==> src/rtl/ahb_rom1k16.sv <==
// ahb_rom1k16: AHB-Lite read-only slave for a 1K x 16 synchronous-read memory.
// Reads stall MEM_LAT+1 cycles for the memory; writes get a two-cycle ERROR.
module ahb_rom1k16 #(
   parameter int MEM_LAT = 1
) (
   input  logic        CLK,
   input  logic        RST,
   input  logic        HSEL,
   input  logic [31:0] HADDR,
   input  logic [1:0]  HTRANS,
   input  logic        HWRITE,
   input  logic [2:0]  HSIZE,
   input  logic        HREADY,
   output logic [31:0] HRDATA,
   output logic        HREADYOUT,
   output logic        HRESP,
   output logic [9:0]  mem_addr,
   output logic        mem_re,
   input  logic [15:0] mem_rdata
);
   typedef enum logic [2:0] {IDLE, RD_WAIT, RD_DONE, ERR1, ERR2} state_t;
   state_t      state_q, state_d;
   logic [1:0]  cnt_q, cnt_d;
   logic [15:0] rdata_q, rdata_d;
   logic [9:0]  addr_q, addr_d;
   logic        re_q, re_d, rdy_q, rdy_d, resp_q, resp_d;
   logic        acc;
   logic        unused;
   assign unused = ^{HSIZE, HADDR[31:12], HADDR[1:0], HTRANS[0]};
   always_comb begin
      acc     = HSEL & HREADY & HTRANS[1] & rdy_q;
      state_d = state_q;
      cnt_d   = cnt_q;
      rdata_d = rdata_q;
      addr_d  = addr_q;
      re_d    = 1'b0;
      if (state_q == RD_WAIT) begin
         cnt_d = (cnt_q == 2'd0) ? 2'd0 : cnt_q - 2'd1;
         if (cnt_q == 2'd0) begin
            rdata_d = mem_rdata;
            state_d = RD_DONE;
         end
      end else if (state_q == ERR1) begin
         state_d = ERR2;
      end else if (acc && HWRITE) begin
         state_d = ERR1;
      end else if (acc) begin
         state_d = RD_WAIT;
         addr_d  = HADDR[11:2];
         re_d    = 1'b1;
         cnt_d   = 2'(MEM_LAT);
      end else begin
         state_d = IDLE;
      end
      rdy_d  = (state_d == IDLE) || (state_d == RD_DONE) || (state_d == ERR2);
      resp_d = (state_d == ERR1) || (state_d == ERR2);
   end
   always_ff @(posedge CLK) begin
      if (RST) begin
         state_q <= IDLE;
         cnt_q   <= 2'd0;
         rdata_q <= 16'h0000;
         addr_q  <= 10'd0;
         re_q    <= 1'b0;
         rdy_q   <= 1'b1;
         resp_q  <= 1'b0;
      end else begin
         state_q <= state_d;
         cnt_q   <= cnt_d;
         rdata_q <= rdata_d;
         addr_q  <= addr_d;
         re_q    <= re_d;
         rdy_q   <= rdy_d;
         resp_q  <= resp_d;
      end
   end
   assign HRDATA    = {16'h0000, rdata_q};
   assign HREADYOUT = rdy_q;
   assign HRESP     = resp_q;
   assign mem_addr  = addr_q;
   assign mem_re    = re_q;
endmodule

==> config.mk <==
export PLATFORM = sky130hd
export DESIGN_NAME = ahb_rom1k16
export DESIGN_NICKNAME = d
export VERILOG_FILES = /design/src/rtl/ahb_rom1k16.sv
export SDC_FILE = /design/constraint.sdc
export NUM_CORES = 1
export LEC_CHECK = 0
export CAP_MARGIN = 20
export CORE_MARGIN = 4
export CORE_UTILIZATION = 35
export DETAILED_ROUTE_END_ITERATION = 12
export GPL_ROUTABILITY_DRIVEN = 1
export PLACE_DENSITY = 0.87
export SYNTH_ARGS = -nofsm -noshare
export SYNTH_HDL_FRONTEND = slang
export SYNTH_SLANG_ARGS = --single-unit
==> constraint.sdc <==
create_clock -name CLK -period 1.5 [get_ports CLK]
set_input_delay 0.3 -clock CLK [delete_from_list [all_inputs] [get_ports CLK]]
set_output_delay 0.3 -clock CLK [all_outputs]
set_load 0.05 [all_outputs]
==> reports/metrics.csv, run 1 <==
metric,value,unit
Total GRT Usage,14.4,%
H-tree levels,2,
"CTS clk-pin slew, worst paths",0.07,ns
via count,1307,
part of the power in the clock network,32.8,%
Synth Area per Inst,9.40,um^2
largest net degree at the start of global routing,28,
mean number of vias per cell,4.74,
Top Ports,103,
Inserted Clock Buffers,5,
Comb power frac,20.3,%
# Post-CTS Setup Buffers,0,
Worst EP required,1.67,ns
Yosys reg bits,34,
Final HPWL DP,2910,um
Mapped Cells,160,
layout cell share with drive strength beyond 1,23.9,%
synthesized area,0.00150,mm^2
RSZ-0062 raised after global routing,no,
final cell count without fillers,276,
critical-path cell list,"clkdlybuf4s50_1, nand4_1, or3_4, a31o_2",
"slowest stage cell, crit path",clkdlybuf4s50_1,
first-pass GRT wire length,6100,um
Post-DP Area,0.00242,mm^2
GPL Wtd Cong,0.666,
fmax,692,MHz
Startpoint Class,primary input,
worst r2r src,HREADYOUT,
crit-path max cell delay,0.45,ns
Final Hold Violating Endpoints,0,
Initial Util,36.8,%
post-CTS sizing,0,
"Distinct cells, synth",30,
Clock Tree Root,clkbuf_8,
Wirelength per Cell,13.8,um
Final Setup Violations,0,
final max-slew violation count,0,
clk_skew,0.00911,ns
antenna-violating nets left,0,
initial antenna violation count,0,
Finished Cell Area,0.00250,mm^2
DRC Markers,0,
Crit. End Element,register,
crit path kind,primary input to register,
Sequential Power Share,46.9,%
pre-CTS WS,-0.228,ns
worst-skew pair later-pin latency,0.28,ns
CTS sink cnt,34,
die height,73.6,um
crit path time final,1.44,ns
sw power,0.584,mW
Leakage,0.973,nW
Layout area overhead,66.5,%
Ant. Diodes,0,
row cnt,23,
CTS Hold Buffers Added,0,
DR iter-0 viols,40,
Cell Pwr Density,803,mW/mm^2
drt total wl,3820,um
final worst slack,0.0558,ns
hold path startpoint,rdata_q[7],
Core ar.,0.00409,mm^2
outcome,completed,
worst hold slack,0.498,ns
sequential cell area fraction in the yosys report,45.3,%
"Period Utilization, post-route",96.3,%
Filler cells,329,
CP startpoint,HTRANS[1],
Die Area,0.00541,mm^2
vias in the first global route,1300,
clock buffer depth,2,
grt total ovfl,0,
Nets,283,
placed cell count,268,
maximum VDD drop,0.000529,V
Die X,73.6,um
CTS tree,yes,
maxcap violations,0,
Pint,1.43,mW
YS warnings,0,
DRT Pass-1 Iters,4,
sw frac,29.1,%
Worst Hold Class,register to register,
"Max FO, Critical Path",13,
I/O Buffers,60,
Critical Path AT,1.61,ns
-- power groups by stage --
stage / logic (mW) / clock network (mW) / registers, mW
2_1_floorplan: 0.201 / 0 / 1.01
3_3_place_gp: 0.401 / 0 / 0.963
3_5_place_dp: 0.408 / 0 / 0.964
4_1_cts: 0.409 / 0.667 / 0.943
5_1_grt: 0.431 / 0.716 / 0.946
6_report: 0.408 / 0.659 / 0.943
-- critical path, delay by kind of cell --
family | cells | cell delay [ns]
buffers and inverters | 1 | 0.45
AOI/OAI and AO/OA | 1 | 0.27
and+or+nand+nor | 2 | 0.58
-- state kept, by name, summed over array words and instances, names as in the netlist --
register,count
cnt_q,2
state_q,3
HRESP,1
rdata_q,16
mem_re,1
mem_addr,10
HREADYOUT,1
-- final cells by class --
class / count / area [um^2] / share of cell area [%]
clock buffer: 6 / 72.6 / 2.90
clock inverter: 2 / 13.8 / 0.550
inverter: 1 / 3.75 / 0.150
multi-input combinational: 114 / 708 / 28.3
sequential: 34 / 684 / 27.3
tap: 50 / 62.6 / 2.50
timing repair buffer: 69 / 958 / 38.3
-- routing by layer --
layer  part of all wire, %  GRT usage (%)
met1                    39           16.2
met2                    54           25.7
met3                   7.0           5.20
met4                  0.37           3.62
met5                     0              0
-- layout by cell type, fill, tap and decap left out, drive strengths merged, types with 2 or more instances in the layout --
cell type	netlist	routed
buf	22	38
dfxtp	34	34
nand2	32	32
clkdlybuf4s50	0	31
mux2i	16	16
conb	1	16
nand2b	12	12
nor4	11	11
a31o	10	10
clkbuf	4	6
clkinv	1	3
nor2b	2	2
o21ai	2	2
a21o	2	2
-- per-stage QoR --
step,total power [mW],setup TNS (ns),utilization [%]
after global placement,1.36,-1.88,59.2
after detailed placement,1.37,-2.43,59.2
after CTS,2.02,0,61.3
after global routing,2.09,0,61.3
after floorplan,1.21,0,-
final,2.01,0,61.3
-- synthesized netlist by cell type (all sizes together) --
cell type,number,area share (%)
o311ai,1,0.58
nand3b,1,0.50
clkbuf,4,1.0
conb,1,0.25
nand2,32,8.0
nor2,1,0.25
nand2b,12,5.5
dfxtp,34,45
mux2i,16,11
o21ai,2,0.67
a21o,2,1.0
a31o,10,5.8
a22o,1,0.58
a21oi,1,0.33
nor3b,1,0.50
nor4,11,5.6
or3,1,0.75
nor2b,2,0.83
clkinv,1,0.25
a31oi,1,0.42
nor3,1,0.33
and3,1,0.42
nand4,1,0.42
buf,22,10
-- cell families after synthesis --
| kind of cell | synth area share [%] |
|---|---|
| simple gates | 23.0 |
| mux | 10.6 |
| flops | 45.3 |
| buf+inv | 11.4 |
| compound gates | 9.40 |
| other cells | 0.249 |
-- worst paths after layout --
| path | to | slack (ns) | cells past startpoint |
|---|---|---|---|
| max reg2reg | mem_addr[0] | 0.17 | 3 |
| min reg2reg | rdata_q[7] | 0.50 | 2 |
| min | rdata_q[7] | 0.50 | 2 |
| max | mem_addr[0] | 0.06 | 4 |
Note: power is estimated with default switching activity, not from simulation.
==> run 2: changes to the inputs <==
--- a/config.mk
+++ b/config.mk
@@ -11,6 +11,7 @@
 export DETAILED_ROUTE_END_ITERATION = 12
 export GPL_ROUTABILITY_DRIVEN = 1
 export PLACE_DENSITY = 0.87
+export SETUP_SLACK_MARGIN = 0.15
 export SYNTH_ARGS = -nofsm -noshare
 export SYNTH_HDL_FRONTEND = slang
 export SYNTH_SLANG_ARGS = --single-unit
==> run 2 against run 1 <==
Net effect:
- power up 3.6%
- clock power up 9.6%
- combinational power up 2%
- design area up 3.4%
- utilization up 2.1 points
- die area unchanged
- setup slack better by 0.11 ns
- largest power group unchanged
==> reports/metrics.csv, run 2 (synthesis gave the netlist of run 1 again) <==
metric,value,unit,change
mean number of vias per cell,4.81,,+1.5%
CTS tree,yes,,
"CTS clk-pin slew, worst paths",0.07,ns,about the same
part of the power in the clock network,34.7,%,+1.9 points
Critical Path AT,1.52,ns,-0.09 ns
largest net degree at the start of global routing,21,,-25%
CP startpoint,state_q[0],,
clk_skew,0.00436,ns,-0.00475 ns
vias in the first global route,1301,,+0.077%
Power Total,2.08,mW,+3.6%
row cnt,23,,unchanged
fmax,751,MHz,+8.5%
sw power,0.611,mW,+4.7%
maximum VDD drop,0.000702,V,+33%
most frequent cells in the layout,"nand2_1, dfxtp_1, buf_12, clkdlybuf4s50_1",,
Startpoint Class,register,,
Pint,1.47,mW,+3.1%
"Max FO, Critical Path",7,,-6
RSZ-0062 raised after global routing,no,,
Wirelength per Cell,14.6,um,+5.3%
Die Area,0.00541,mm^2,unchanged
I/O Buffers,60,,unchanged
worst-skew pair later-pin latency,0.29,ns,about the same
Crit. End Element,register,,
Largest register FFs,16,,unchanged
Initial Util,36.8,%,unchanged
pre-CTS WS,-0.196,ns,+0.0325 ns
GPL Wtd Cong,0.643,,-3.5%
Total GRT Usage,15.9,%,+1.4 points
"Period Utilization, post-route",88.7,%,-7.5 points
critical-path cell list,"nor2b_1, or3_4, a31o_4",,
Clock Tree Root,clkbuf_8,,
Final Hold Violating Endpoints,0,,unchanged
worst r2r src,state_q[0],,
WP depth,3,,-1
Worst EP required,1.69,ns,+0.02 ns
"CP delay by family, top",simple AND/OR/NAND/NOR gates,,
grt total ovfl,0,,unchanged
Post-DP Area,0.00243,mm^2,+0.36%
WHS Path Cells,3,,+1
area of the multi-input gates,769,um^2,+8.7%
worst hold slack,0.461,ns,-0.0363 ns
Final HPWL DP,2890,um,-0.68%
register area,687,um^2,+0.37%
Finished Cell Area,0.00259,mm^2,+3.4%
Comb power frac,20.0,%,-0.3 points
DRT Pass-1 Iters,4,,unchanged
maxcap violations,0,,unchanged
Inserted Clock Buffers,5,,unchanged
"slowest stage cell, crit path",or3_4,,
Sum Neg Setup Slack,0,ns,unchanged
crit path kind,register to register,,
crit-path max cell delay,0.45,ns,about the same
via count,1341,,+2.6%
Filler cells,333,,+1.2%
drt total wl,4060,um,+6.4%
DRC Markers,0,,unchanged
final core utilization,63.4,%,+2.1 points
clock buffer depth,2,,unchanged
Ant. Diodes,0,,unchanged
final cell count without fillers,279,,+1.1%
outcome,completed,,
Die X,73.6,um,unchanged
die height,73.6,um,unchanged
Core ar.,0.00409,mm^2,unchanged
Leakage,1.02,nW,+4.8%
"commonest non-fill, non-tap cell in the layout",nand2_1,,
hold path startpoint,HWRITE,,
Cell Pwr Density,804,mW/mm^2,+0.15%
final worst slack,0.169,ns,+0.113 ns
CTS Hold Buffers Added,0,,unchanged
first-pass GRT wire length,6530,um,+7.0%
H-tree levels,2,,unchanged
sw frac,29.4,%,+0.31 points
Nets,286,,+1.1%
worst reg2reg path depth,3,,unchanged
WP buf/inv,0,,-1
Sequential Power Share,45.3,%,-1.6 points
Final Setup Violations,0,,unchanged
Top Ports,103,,unchanged
crit path time final,1.33,ns,-0.113 ns
antenna-violating nets left,0,,unchanged
final max-slew violation count,0,,unchanged
Layout area overhead,72.2,%,
DR iter-0 viols,39,,-2.5%
initial antenna violation count,0,,unchanged
CTS sink cnt,34,,unchanged
layout cell share with drive strength beyond 1,26.6,%,+2.7 points
Worst Hold Class,primary input to register,,
most flop-heavy register,rdata_q,,
placed cell count,269,,+0.37%
[run 2: cell types whose count changed in the layout (fill, tap and decap cells not counted), sizes merged]
cell / delta
dlymetal6s2s: +1
clkdlybuf4s50: -4
dlygate4sd2: +3
buf: +2
or3: +1
clkinv: -1
clkinvlp: +1
[run 2: final timing paths]
check / endpoint / slack (ns)
setup / recovery: mem_addr[1] / 0.17
hold reg to reg: rdata_q[10] / 0.50
setup reg to reg: mem_addr[1] / 0.17
hold / removal: mem_re / 0.46
[run 2: timing repair]
item | 4_1_cts | 5_1_grt
setup endpoints to repair | 10 | 9
gates cloned | 1 | 0
buffers inserted | 1 | 0
gates resized for setup | 9 | 3
pin swaps | 8 | 2
[run 2: power by group through the flow]
stage | combinational (mW) | sequential [mW] | clock, mW
after floorplan | 0.202 | 1.01 | 0
after detailed placement | 0.409 | 0.964 | 0
after global routing | 0.439 | 0.946 | 0.780
after CTS | 0.416 | 0.943 | 0.742
final | 0.417 | 0.943 | 0.722
after global placement | 0.404 | 0.963 | 0
[run 2: cell type report]
type                            count  area share [%]
Timing Repair Buffer               71            37.5
Multi-Input combinational cell    115            29.7
Sequential cell                    34            26.5
Clock buffer                        6            3.19
Tap cell                           50            2.42
Clock inverter                      2           0.483
Inverter                            1           0.145
[run 2: worst min-delay path, stage by stage]
cell,delay (ns)
dlymetal6s2s_1,0.16
or3_4,0.19
nor2_1,0.05
[run 2: metal layers]
layer  part of all wire, %  up-vias  GRT usage [%]  wire [um]
met4                   1.8        0           6.24         74
li1                      -      653              -          -
met2                    52       53           26.3       2100
met1                    39      627           18.9       1600
met3                   7.2        8           5.06        292
met5                     0        -              0          0
==> run 3: changes to the inputs <==
--- a/config.mk
+++ b/config.mk
@@ -5,9 +5,11 @@
 export SDC_FILE = /design/constraint.sdc
 export NUM_CORES = 1
 export LEC_CHECK = 0
+export ABC_CLOCK_PERIOD_IN_PS = 1500
 export CAP_MARGIN = 20
 export CORE_MARGIN = 4
 export CORE_UTILIZATION = 35
+export CTS_BUF_LIST = sky130_fd_sc_hd__clkbuf_4
 export DETAILED_ROUTE_END_ITERATION = 12
 export GPL_ROUTABILITY_DRIVEN = 1
 export PLACE_DENSITY = 0.87
==> run 3 against run 2 <==
Net effect:
- final cell count is 0.72% lower
- design area is 4.3% lower
- global-route usage is 1.5 points lower
- flip-flop and latch count stayed put
- hold slack better by 0.039 ns
- die area stayed put
- utilization is 2.7 points lower
==> reports/metrics.csv, run 3 (synthesis gave the netlist of run 1 again) <==
metric,value,unit,change
outcome,completed,,
hold path startpoint,rdata_q[10],,
Comb power frac,22.0,%,+2.0 points
Die X,73.6,um,unchanged
GPL Wtd Cong,0.643,,unchanged
DR iter-0 viols,56,,+44%
Layout area overhead,64.9,%,
drt total wl,3730,um,-8.1%
most frequent cells in the layout,"dfxtp_1, nand2_1, clkdlybuf4s50_1, buf_12",,
antenna-violating nets left,0,,unchanged
most flop-heavy register,rdata_q,,
"Max FO, Critical Path",13,,+6
DRT Pass-1 Iters,4,,unchanged
GR met1 Demand/Resource,16.3,%,-2.6 points
I/O Buffers,60,,unchanged
Final Hold Violating Endpoints,0,,unchanged
Inserted Clock Buffers,5,,unchanged
Power Total,1.86,mW,-11%
Worst Hold Class,register to register,,
die height,73.6,um,unchanged
Crit. End Element,register,,
grt total ovfl,0,,unchanged
CTS Hold Buffers Added,0,,unchanged
DRC Markers,0,,unchanged
Cell Pwr Density,750,mW/mm^2,-6.7%
via count,1321,,-1.5%
Most Crowded Layer GR,met2,,
H-tree levels,2,,unchanged
Wirelength per Cell,13.5,um,-7.5%
Top Ports,103,,unchanged
maximum VDD drop,0.000397,V,-43%
# Post-CTS Setup Buffers,0,,-1
sw frac,31.4,%,+2.1 points
sw power,0.584,mW,-4.4%
crit-path max cell delay,0.45,ns,about the same
"Period Utilization, post-route",89.2,%,+0.45 points
Core ar.,0.00409,mm^2,unchanged
Largest register FFs,16,,unchanged
Sum Neg Setup Slack,0,ns,unchanged
M3 GR Usage,5.34,%,+0.27 points
post-CTS sizing,0,,-9
clock buffer depth,2,,unchanged
Worst EP required,1.75,ns,+0.06 ns
Total GRT Usage,14.4,%,-1.5 points
GR Util met2,24.0,%,-2.3 points
critical-path cell list,"clkdlybuf4s50_1, nand4_1, or3_4, a31o_2",,
Startpoint Class,primary input,,
worst hold slack,0.501,ns,+0.0395 ns
Final Setup Violations,0,,unchanged
"slowest stage cell, crit path",clkdlybuf4s50_1,,
CP startpoint,HTRANS[1],,
Pint,1.28,mW,-13%
CTS tree,yes,,
fmax,747,MHz,-0.51%
crit path time final,1.34,ns,+0.00681 ns
clk_skew,0.00896,ns,+0.00460 ns
layout cell share with drive strength beyond 1,24.7,%,-2.0 points
Leakage,0.962,nW,-5.6%
Die Area,0.00541,mm^2,unchanged
Nets,284,,-0.70%
final max-slew violation count,0,,unchanged
vias in the first global route,1276,,-1.9%
largest net degree at the start of global routing,21,,unchanged
first-pass GRT wire length,6000,um,-8.0%
Ant. Diodes,0,,unchanged
CTS sink cnt,34,,unchanged
"CTS clk-pin slew, worst paths",0.11,ns,+0.04 ns
Sequential Power Share,50.7,%,+5.4 points
Clock Tree Root,clkbuf_4,,
worst r2r src,state_q[0],,
row cnt,23,,unchanged
maxcap violations,0,,unchanged
Critical Path AT,1.59,ns,+0.07 ns
Initial Util,36.8,%,unchanged
RSZ-0062 raised after global routing,yes,,
mean number of vias per cell,4.77,,-0.78%
Final HPWL DP,2890,um,unchanged
initial antenna violation count,0,,unchanged
crit path kind,primary input to register,,
worst-skew pair later-pin latency,0.34,ns,+0.05 ns
part of the power in the clock network,27.3,%,-7.4 points
[run 3: critical path, delay by kind of cell]
kind / cells / cell delay (ns)
AOI/OAI and AO/OA: 1 / 0.27
buffers and inverters: 1 / 0.45
and+or+nand+nor: 2 / 0.56
[run 3: layout make-up]
class,count,area [um^2]
Clock buffer,5,37.5
Clock inverter,3,16.3
Fill cell,338,1610
Inverter,1,3.75
Multi-Input combinational cell,114,708
Sequential cell,34,686
Tap cell,50,62.6
Timing Repair Buffer,70,966
[run 3: path summary, 6_finish.rpt]
kind / to / slack, ns / depth (start not counted)
setup / recovery: mem_addr[0] / 0.16 / 4
hold / removal: rdata_q[10] / 0.50 / 2
setup reg to reg: mem_addr[0] / 0.16 / 3
hold reg to reg: rdata_q[10] / 0.50 / 2
[run 3: per-layer routing]
| metal | routed length [um] | part of all wire (%) |
|---|---|---|
| met1 | 1440 | 39 |
| met5 | 0 | 0 |
| met2 | 1870 | 50 |
| met4 | 97 | 2.6 |
| met3 | 318 | 8.5 |
[run 3: power groups by stage]
stage | Clock [mW] | Combinational (mW) | Sequential [mW]
after detailed placement | 0 | 0.409 | 0.964
after floorplan | 0 | 0.202 | 1.01
final | 0.507 | 0.409 | 0.943
after CTS | 0.524 | 0.410 | 0.943
after global routing | 0.566 | 0.431 | 0.947
after global placement | 0 | 0.404 | 0.963
[run 3: per-stage QoR]
| stage | cell area [um^2] | std cells | utilization [%] | worst slack, ns |
|---|---|---|---|---|
| 6_report | 2480 | 277 | 60.7 | 0.162 |
| 5_1_grt | 2480 | 277 | 60.7 | 0.121 |
| 4_1_cts | 2480 | 277 | 60.7 | 0.148 |
| 3_5_place_dp | 2430 | 269 | 59.4 | -0.196 |
| 3_3_place_gp | 2430 | 269 | 59.4 | -0.190 |
| 2_1_floorplan | 1570 | 175 | - | 0.0886 |
